### config.mk
export PLATFORM = sky130hd
export DESIGN_NAME = trng_vn_conditioner
export DESIGN_NICKNAME = d
export VERILOG_FILES = /design/src/rtl/trng_vn_conditioner.sv
export SDC_FILE = /design/constraint.sdc
export NUM_CORES = 1
export LEC_CHECK = 0
export ABC_AREA = 1
export CAP_MARGIN = 30
export CORE_ASPECT_RATIO = 1.1
export CORE_MARGIN = 1
export CORE_UTILIZATION = 40
export CTS_CLUSTER_DIAMETER = 60
export DETAILED_ROUTE_END_ITERATION = 10
export HOLD_SLACK_MARGIN = 0.12
export PLACE_DENSITY_LB_ADDON = 0.1
export SYNTH_ARGS = -nofsm -noshare
export SYNTH_HDL_FRONTEND = slang
export SYNTH_SLANG_ARGS = --single-unit
### constraint.sdc
create_clock -name clk -period 2.47 [get_ports clk]
set_input_delay 0.3705 -clock clk [delete_from_list [all_inputs] [get_ports clk]]
set_output_delay 0.3705 -clock clk [all_outputs]
set_load 0.03 [all_outputs]
### src/rtl/trng_vn_conditioner.sv
// -----------------------------------------------------------------------------
// trng_vn_conditioner
//
// Conditioning stage for the ring-oscillator TRNG. The raw bit is sampled every
// (div+1) cycles. Sample pairs go through a von Neumann extractor (10 -> 1,
// 01 -> 0, 00/11 discarded). Extracted bits are packed MSB-first into bytes and
// queued in a small FIFO that the register logic pops.
//
// Optional feature (macro TRNG_RCT_EN): a repetition-count health test. When
// RCT_LIMIT consecutive samples are equal, fail is set. While fail is set, no
// bytes are produced. Without the macro, fail is tied low.
//
// Ports
//   clk, rst_n   clock, synchronous active-low reset
//   en           conditioner enable; low clears divider, pair FSM and packer
//   div          sample period minus one
//   raw_bit      synchronised raw entropy bit, observed on strobe cycles only
//   rd_pop       one-cycle strobe, pops the FIFO head (ignored when empty)
//   clr_fail     clears the overflow and fail sticky flags and the run counter
//   data_out     FIFO head byte, 0x00 when empty
//   fifo_level   number of entries held
//   empty, full  FIFO status
//   overflow     sticky: a byte was dropped because the FIFO was full
//   fail         sticky: health-test failure
// -----------------------------------------------------------------------------
module trng_vn_conditioner #(
   parameter int FIFO_DEPTH = 4,
   parameter int DIV_W      = 8,
   parameter int RCT_LIMIT  = 32
) (
   input  logic                        clk,
   input  logic                        rst_n,
   input  logic                        en,
   input  logic [DIV_W-1:0]            div,
   input  logic                        raw_bit,
   input  logic                        rd_pop,
   input  logic                        clr_fail,
   output logic [7:0]                  data_out,
   output logic [$clog2(FIFO_DEPTH):0] fifo_level,
   output logic                        empty,
   output logic                        full,
   output logic                        overflow,
   output logic                        fail
);

   localparam int AW = $clog2(FIFO_DEPTH);
   localparam int LW = AW + 1;
   localparam logic [LW-1:0] DEPTH_L = LW'(FIFO_DEPTH);

   if (FIFO_DEPTH < 2 || (FIFO_DEPTH & (FIFO_DEPTH - 1)) != 0 ||
       RCT_LIMIT < 2 || RCT_LIMIT > 255) begin : g_param_check
      $error("trng_vn_conditioner: illegal FIFO_DEPTH or RCT_LIMIT");
   end

   typedef enum logic {IDLE, HAVE1} pair_state_e;

   // Sampler
   logic [DIV_W-1:0] cnt_q, cnt_d;
   logic             strobe;

   // Pair FSM and packer
   pair_state_e state_q, state_d;
   logic        b0_q, b0_d;
   logic [6:0]  acc_q, acc_d;
   logic [2:0]  nbits_q, nbits_d;
   logic        push;
   logic [7:0]  push_byte;

   // FIFO
   logic [7:0]    mem_q [FIFO_DEPTH];
   logic [AW-1:0] wr_ptr_q, wr_ptr_d, rd_ptr_q, rd_ptr_d;
   logic [LW-1:0] level_q, level_d;
   logic [7:0]    dout_q, dout_d;
   logic          empty_q, empty_d, full_q, full_d, ovf_q, ovf_d;
   logic          pop_ok, wr_en, drop;

   // Health-test hold: blocks the extractor while a failure is pending
   logic hold;

   // -------------------------------------------------------------------------
   // Sampler: strobe when the counter matches div; a new div value is picked
   // up by the next compare.
   // -------------------------------------------------------------------------
   always_comb begin
      // NOTE: every combinational output gets a default first so no path
      // leaves it unassigned, which would infer a latch.
      cnt_d  = cnt_q;
      strobe = 1'b0;
      if (!en) begin
         cnt_d = '0;
      end else if (cnt_q == div) begin
         strobe = 1'b1;
         cnt_d  = '0;
      end else begin
         cnt_d = cnt_q + DIV_W'(1);
      end
   end

   // -------------------------------------------------------------------------
   // Pair FSM and byte packer. acc collects the first seven bits of a byte
   // (first bit ends up in acc[6]); the eighth bit completes the byte, which
   // is pushed in the same cycle.
   // -------------------------------------------------------------------------
   always_comb begin
      state_d   = state_q;
      b0_d      = b0_q;
      acc_d     = acc_q;
      nbits_d   = nbits_q;
      push      = 1'b0;
      push_byte = {acc_q, b0_q};
      if (!en || hold) begin
         state_d = IDLE;
         b0_d    = 1'b0;
         acc_d   = '0;
         nbits_d = '0;
      end else if (strobe) begin
         case (state_q)
            IDLE: begin
               b0_d    = raw_bit;
               state_d = HAVE1;
            end
            HAVE1: begin
               state_d = IDLE;
               if (raw_bit != b0_q) begin
                  if (nbits_q == 3'd7) begin
                     push    = 1'b1;
                     acc_d   = '0;
                     nbits_d = '0;
                  end else begin
                     acc_d   = {acc_q[5:0], b0_q};
                     nbits_d = nbits_q + 3'd1;
                  end
               end
            end
            default: state_d = IDLE;
         endcase
      end
   end

   // -------------------------------------------------------------------------
   // FIFO control. A push into a full FIFO still lands if a pop frees a slot
   // in the same cycle; otherwise the byte is dropped and overflow is set.
   // data_out is registered, so its next value is the head after this edge.
   // -------------------------------------------------------------------------
   always_comb begin
      pop_ok   = rd_pop && (level_q != '0);
      wr_en    = push && ((level_q != DEPTH_L) || pop_ok);
      drop     = push && !wr_en;
      rd_ptr_d = pop_ok ? rd_ptr_q + AW'(1) : rd_ptr_q;
      wr_ptr_d = wr_en  ? wr_ptr_q + AW'(1) : wr_ptr_q;

      level_d = level_q;
      if (wr_en && !pop_ok) begin
         level_d = level_q + LW'(1);
      end else if (!wr_en && pop_ok) begin
         level_d = level_q - LW'(1);
      end
      empty_d = (level_d == '0);
      full_d  = (level_d == DEPTH_L);

      // The new head is the byte being written only when the FIFO drains to
      // exactly that slot in this cycle.
      if (level_d == '0) begin
         dout_d = 8'h00;
      end else if (wr_en && (rd_ptr_d == wr_ptr_q)) begin
         dout_d = push_byte;
      end else begin
         dout_d = mem_q[rd_ptr_d];
      end

      // Set wins over clear.
      ovf_d = drop ? 1'b1 : (clr_fail ? 1'b0 : ovf_q);
   end

   // -------------------------------------------------------------------------
   // Repetition-count health test
   // -------------------------------------------------------------------------
`ifdef TRNG_RCT_EN
   localparam logic [7:0] LIMIT_L = 8'(RCT_LIMIT);

   logic [7:0] run_q, run_d, run_next;
   logic       last_q, last_d;
   logic       fail_q, fail_d, fail_set;

   // run_q == 0 means no sample seen since reset or clr_fail.
   always_comb begin
      run_next = run_q;
      last_d   = last_q;
      if (strobe) begin
         last_d = raw_bit;
         if ((run_q == 8'd0) || (raw_bit != last_q)) begin
            run_next = 8'd1;
         end else if (run_q != LIMIT_L) begin
            run_next = run_q + 8'd1;
         end
      end
      fail_set = strobe && (run_next == LIMIT_L);
      run_d    = (clr_fail && !fail_set) ? 8'd0 : run_next;
      fail_d   = fail_set ? 1'b1 : (clr_fail ? 1'b0 : fail_q);
   end

   always_ff @(posedge clk) begin
      if (!rst_n) begin
         run_q  <= 8'd0;
         last_q <= 1'b0;
         fail_q <= 1'b0;
      end else begin
         run_q  <= run_d;
         last_q <= last_d;
         fail_q <= fail_d;
      end
   end

   assign hold = fail_q;
   assign fail = fail_q;
`else
   assign hold = 1'b0;
   assign fail = 1'b0;
`endif

   // -------------------------------------------------------------------------
   // State registers
   // -------------------------------------------------------------------------
   always_ff @(posedge clk) begin
      // NOTE: state registers use non-blocking assignments so every flop
      // samples its _d value from before the edge, independent of order.
      if (!rst_n) begin
         cnt_q    <= '0;
         state_q  <= IDLE;
         b0_q     <= 1'b0;
         acc_q    <= '0;
         nbits_q  <= '0;
         wr_ptr_q <= '0;
         rd_ptr_q <= '0;
         level_q  <= '0;
         dout_q   <= 8'h00;
         empty_q  <= 1'b1;
         full_q   <= 1'b0;
         ovf_q    <= 1'b0;
      end else begin
         cnt_q    <= cnt_d;
         state_q  <= state_d;
         b0_q     <= b0_d;
         acc_q    <= acc_d;
         nbits_q  <= nbits_d;
         wr_ptr_q <= wr_ptr_d;
         rd_ptr_q <= rd_ptr_d;
         level_q  <= level_d;
         dout_q   <= dout_d;
         empty_q  <= empty_d;
         full_q   <= full_d;
         ovf_q    <= ovf_d;
      end
   end

   // NOTE: the storage array has no reset; the pointers and level define which
   // entries are valid, so clearing the data would only cost reset fan-out.
   always_ff @(posedge clk) begin
      if (rst_n && wr_en) begin
         mem_q[wr_ptr_q] <= push_byte;
      end
   end

   assign data_out   = dout_q;
   assign fifo_level = level_q;
   assign empty      = empty_q;
   assign full       = full_q;
   assign overflow   = ovf_q;

endmodule

==> results.yml <==
outcome:
  status: "completed"
setup_path:
  critical_path_class: "reg2reg"
  r2r.worst_path.cells: 14
  cp_data_arrival_time_ns: 2.45
  worst-r2r-setup-slack_ns: 0.30
  critical_path.startpoint_type: "flip-flop"
  worstPathMaxFanout: 10
  r2r_start: "fifo_level[0]"
  crit_required_ns: 2.75
  endpoint_type_of_the_worst_setup_path: "flip-flop"
  worstReg2RegEnd: "data_out[2]"
synth:
  synth.top_cells.by_count: "sky130_fd_sc_hd__nand2_1, sky130_fd_sc_hd__inv_1, sky130_fd_sc_hd__nor2_1, sky130_fd_sc_hd__dfxtp_1, sky130_fd_sc_hd__edfxtp_1"
  synth-async-reset-ratio: 0
  synth_enable_flop_cells: 32
  synthesized_area_per_cell_um2: 8.78
  yosysWarningCount: 0
  ys_dominant_reg_cell: "sky130_fd_sc_hd__dfxtp_1"
  mappedNetlistNets: 383
  synth_cell_types: 34
  synthDominantCellAreaShare: 0.305
  post-synth-top-count-cell: "sky130_fd_sc_hd__nand2_1"
  synth_top_area_cell: "sky130_fd_sc_hd__edfxtp_1"
  ys_seq_area_frac: 0.546
  register_bit_total_from_synthesis: 70
  post_synth_inst_count: 359
  netlist_top_cells_area: "sky130_fd_sc_hd__edfxtp_1, sky130_fd_sc_hd__dfxtp_1, sky130_fd_sc_hd__nand2_1, sky130_fd_sc_hd__inv_1, sky130_fd_sc_hd__nor2_1"
  netlist_area_um2: 3150
placed_design:
  hpwl_mm: 4.21
  buffer_ports.inserted: 27
  place_congestion: 0.801
global_routing:
  antenna_found_initial: 0
  grt_remaining_overflow: 0
  vias_in_the_first_global_route: 2152
  grt_start_max_net_pins: 17
  grt_pass1_wl_mm: 9.75
  total_routing_resource_utilization_after_global_routing: 0.157
die:
  die_area_um2: 8240
  placeable_area_um2: 7560
  start_util: 0.417
  die_h_um: 95.1
  dieWidth_um: 86.7
  standard_cell_rows: 33
  top_level_ports: 29
drt:
  detailedRoute.firstIterationViolations: 103
  routed_via_density: 4.55
  drtPass1Iterations: 4
  detail_route.drc_violations: 0
  detailroute.via_count: 2350
  wl_mm: 5.73
  route.detailed.wl_per_inst_um: 11.1
  antenna_violating_nets_remaining: 0
clock_network:
  clock_buffers_created_by_tritoncts: 9
  clock_tree_from_tritoncts: "yes"
  cts-hold-fix-buffers: 0
  cts_setup_buffers: 0
  clkTransAtPathRegs_ns: 0.07
  postCtsResizedCells: 0
  cts-htree-levels: 3
  cts_root_buf: "sky130_fd_sc_hd__clkbuf_8"
  clkSinkCount: 70
  clock_insertion_delay_worst_skew_ns: 0.34
  ctsLongestPathBuffers: 2
hold_path:
  hold_end: "cnt_q[0]"
  hold_start: "cnt_q[0]"
  worst_hold_path_stage_count: 1
  hold_path.class: "reg2reg"
power:
  cellPowerDensity_nw_per_um2: 983
  p_leak_nw: 1.58
  ir_worst_vdd_v: 0.000260
timing:
  setup_viol_count_final: 0
  worst_clock_skew_ns: 0.00704
  drv_slew: 0
  max_clock_freq_ghz: 0.461
  min_period_ns: 2.17
  post-route-period-util: 0.878
  grt_setup_unrepaired: "no"
  finalHoldViolations: 0
  setup_tns_ns: 0
layout:
  number_of_inserted_diodes: 0
  drive_above_1_share: 0.136
  finalCoreUtilization: 0.516
  final_net_count: 431
  synthToLayoutAreaGrowth_pct: 23.6
run:
  cap_violations: 0
-- cell usage in the layout (no fill, tap or decap), types with 6 or more instances in the layout --
cell type | Yosys | routed
sky130_fd_sc_hd__dfxtp_1 | 38 | 38
sky130_fd_sc_hd__o22ai_1 | 9 | 9
sky130_fd_sc_hd__inv_1 | 46 | 46
sky130_fd_sc_hd__nor3_1 | 6 | 6
sky130_fd_sc_hd__clkdlybuf4s50_1 | 0 | 27
sky130_fd_sc_hd__nand2_1 | 79 | 79
sky130_fd_sc_hd__buf_4 | 1 | 15
sky130_fd_sc_hd__nand3_1 | 14 | 14
sky130_fd_sc_hd__a21oi_1 | 17 | 17
sky130_fd_sc_hd__o21ai_0 | 19 | 19
sky130_fd_sc_hd__nor2_1 | 43 | 43
sky130_fd_sc_hd__edfxtp_1 | 32 | 32
sky130_fd_sc_hd__nor2_2 | 9 | 9
sky130_fd_sc_hd__clkbuf_8 | 0 | 9
sky130_fd_sc_hd__ha_1 | 10 | 10
-- final cells by class --
cell class | count | area, µm²
repair buffers | 43 | 403
clock buffers | 10 | 128
flip-flops and latches | 70 | 1720
clock inverters | 6 | 110
inverters | 53 | 201
well taps | 105 | 131
fillers | 728 | 3660
multi-input cells | 230 | 1200
-- worst max-delay path by stage --
stage	start	to	slack (ns)	cells after the start
3_3_place_gp	div[0]	data_out[7]	0.13	14
2_1_floorplan	fifo_level[0]	mem_q[1][0]	0.14	7
4_1_cts	fifo_level[0]	data_out[2]	0.29	14
3_5_place_dp	div[0]	data_out[7]	0.06	14
5_1_grt	fifo_level[0]	data_out[2]	0.07	14
6_report	fifo_level[0]	data_out[2]	0.30	14
-- report_power, final --
part	internal (mW)	switching, mW	leakage (nW)	total, mW
combinational	0.564	0.822	0.844	1.39
clock	0.669	0.426	0.112	1.09
sequential	1.29	0.0546	0.628	1.35
total	2.53	1.30	1.58	3.83
-- through the flow --
| step | instances | total power [mW] | hold slack [ns] | worst slack [ns] | instance area [µm²] |
|---|---|---|---|---|---|
| floorplan | 359 | 2.31 | 0.430 | 0.143 | 3150 |
| global placement | 501 | 2.77 | 0.447 | 0.129 | 3660 |
| CTS | 517 | 3.88 | 0.473 | 0.291 | 3900 |
| detailed placement | 501 | 2.77 | 0.454 | 0.0608 | 3660 |
| finish | 517 | 3.83 | 0.468 | 0.302 | 3900 |
| global route | 517 | 4.07 | 0.492 | 0.0695 | 3900 |
-- critical path, cell delays in order, from the launching register on --
cell and delay [ns]:
sky130_fd_sc_hd__dfxtp_1 0.38, sky130_fd_sc_hd__inv_1 0.09, sky130_fd_sc_hd__ha_1 0.26, sky130_fd_sc_hd__a21oi_4 0.27, sky130_fd_sc_hd__inv_2 0.07, sky130_fd_sc_hd__nand2_1 0.07, sky130_fd_sc_hd__nand2_2 0.08, sky130_fd_sc_hd__xor2_1 0.16
sky130_fd_sc_hd__nor3_2 0.23, sky130_fd_sc_hd__nand2_4 0.14, sky130_fd_sc_hd__inv_4 0.11, sky130_fd_sc_hd__nand2_1 0.05, sky130_fd_sc_hd__nand2_1 0.06, sky130_fd_sc_hd__inv_1 0.05, sky130_fd_sc_hd__nor2_2 0.09
-- logic make-up after synthesis --
family                     count (synthesis)  share of synthesized area
AOI/OAI and AO/OA                         48                     0.0841
and+or+nand+nor                          165                      0.233
buffers and inverters                     59                     0.0730
adders and majority gates                 10                     0.0397
other                                      1                    0.00119
DFF                                       70                      0.546
xor gates and xnor gates                   6                     0.0226
-- registers in the layout, indices dropped and copies added (netlist names) --
register and count:
cnt_q 8, acc_q 7, mem_q 32, full 1, wr_ptr_q 2, overflow 1
data_out 8, empty 1, b0_q 1, fifo_level 3, state_q 1, nbits_q 3
rd_ptr_q 2
-- per-layer routing --
layer	vias up	global-route usage	wire length [µm]
li1	1251	-	-
met1	1047	0.202	2720
met2	42	0.246	2730
met3	10	0.0407	176
met4	0	0.0792	102
met5	-	0	0
(Power assumes the default switching activity.)
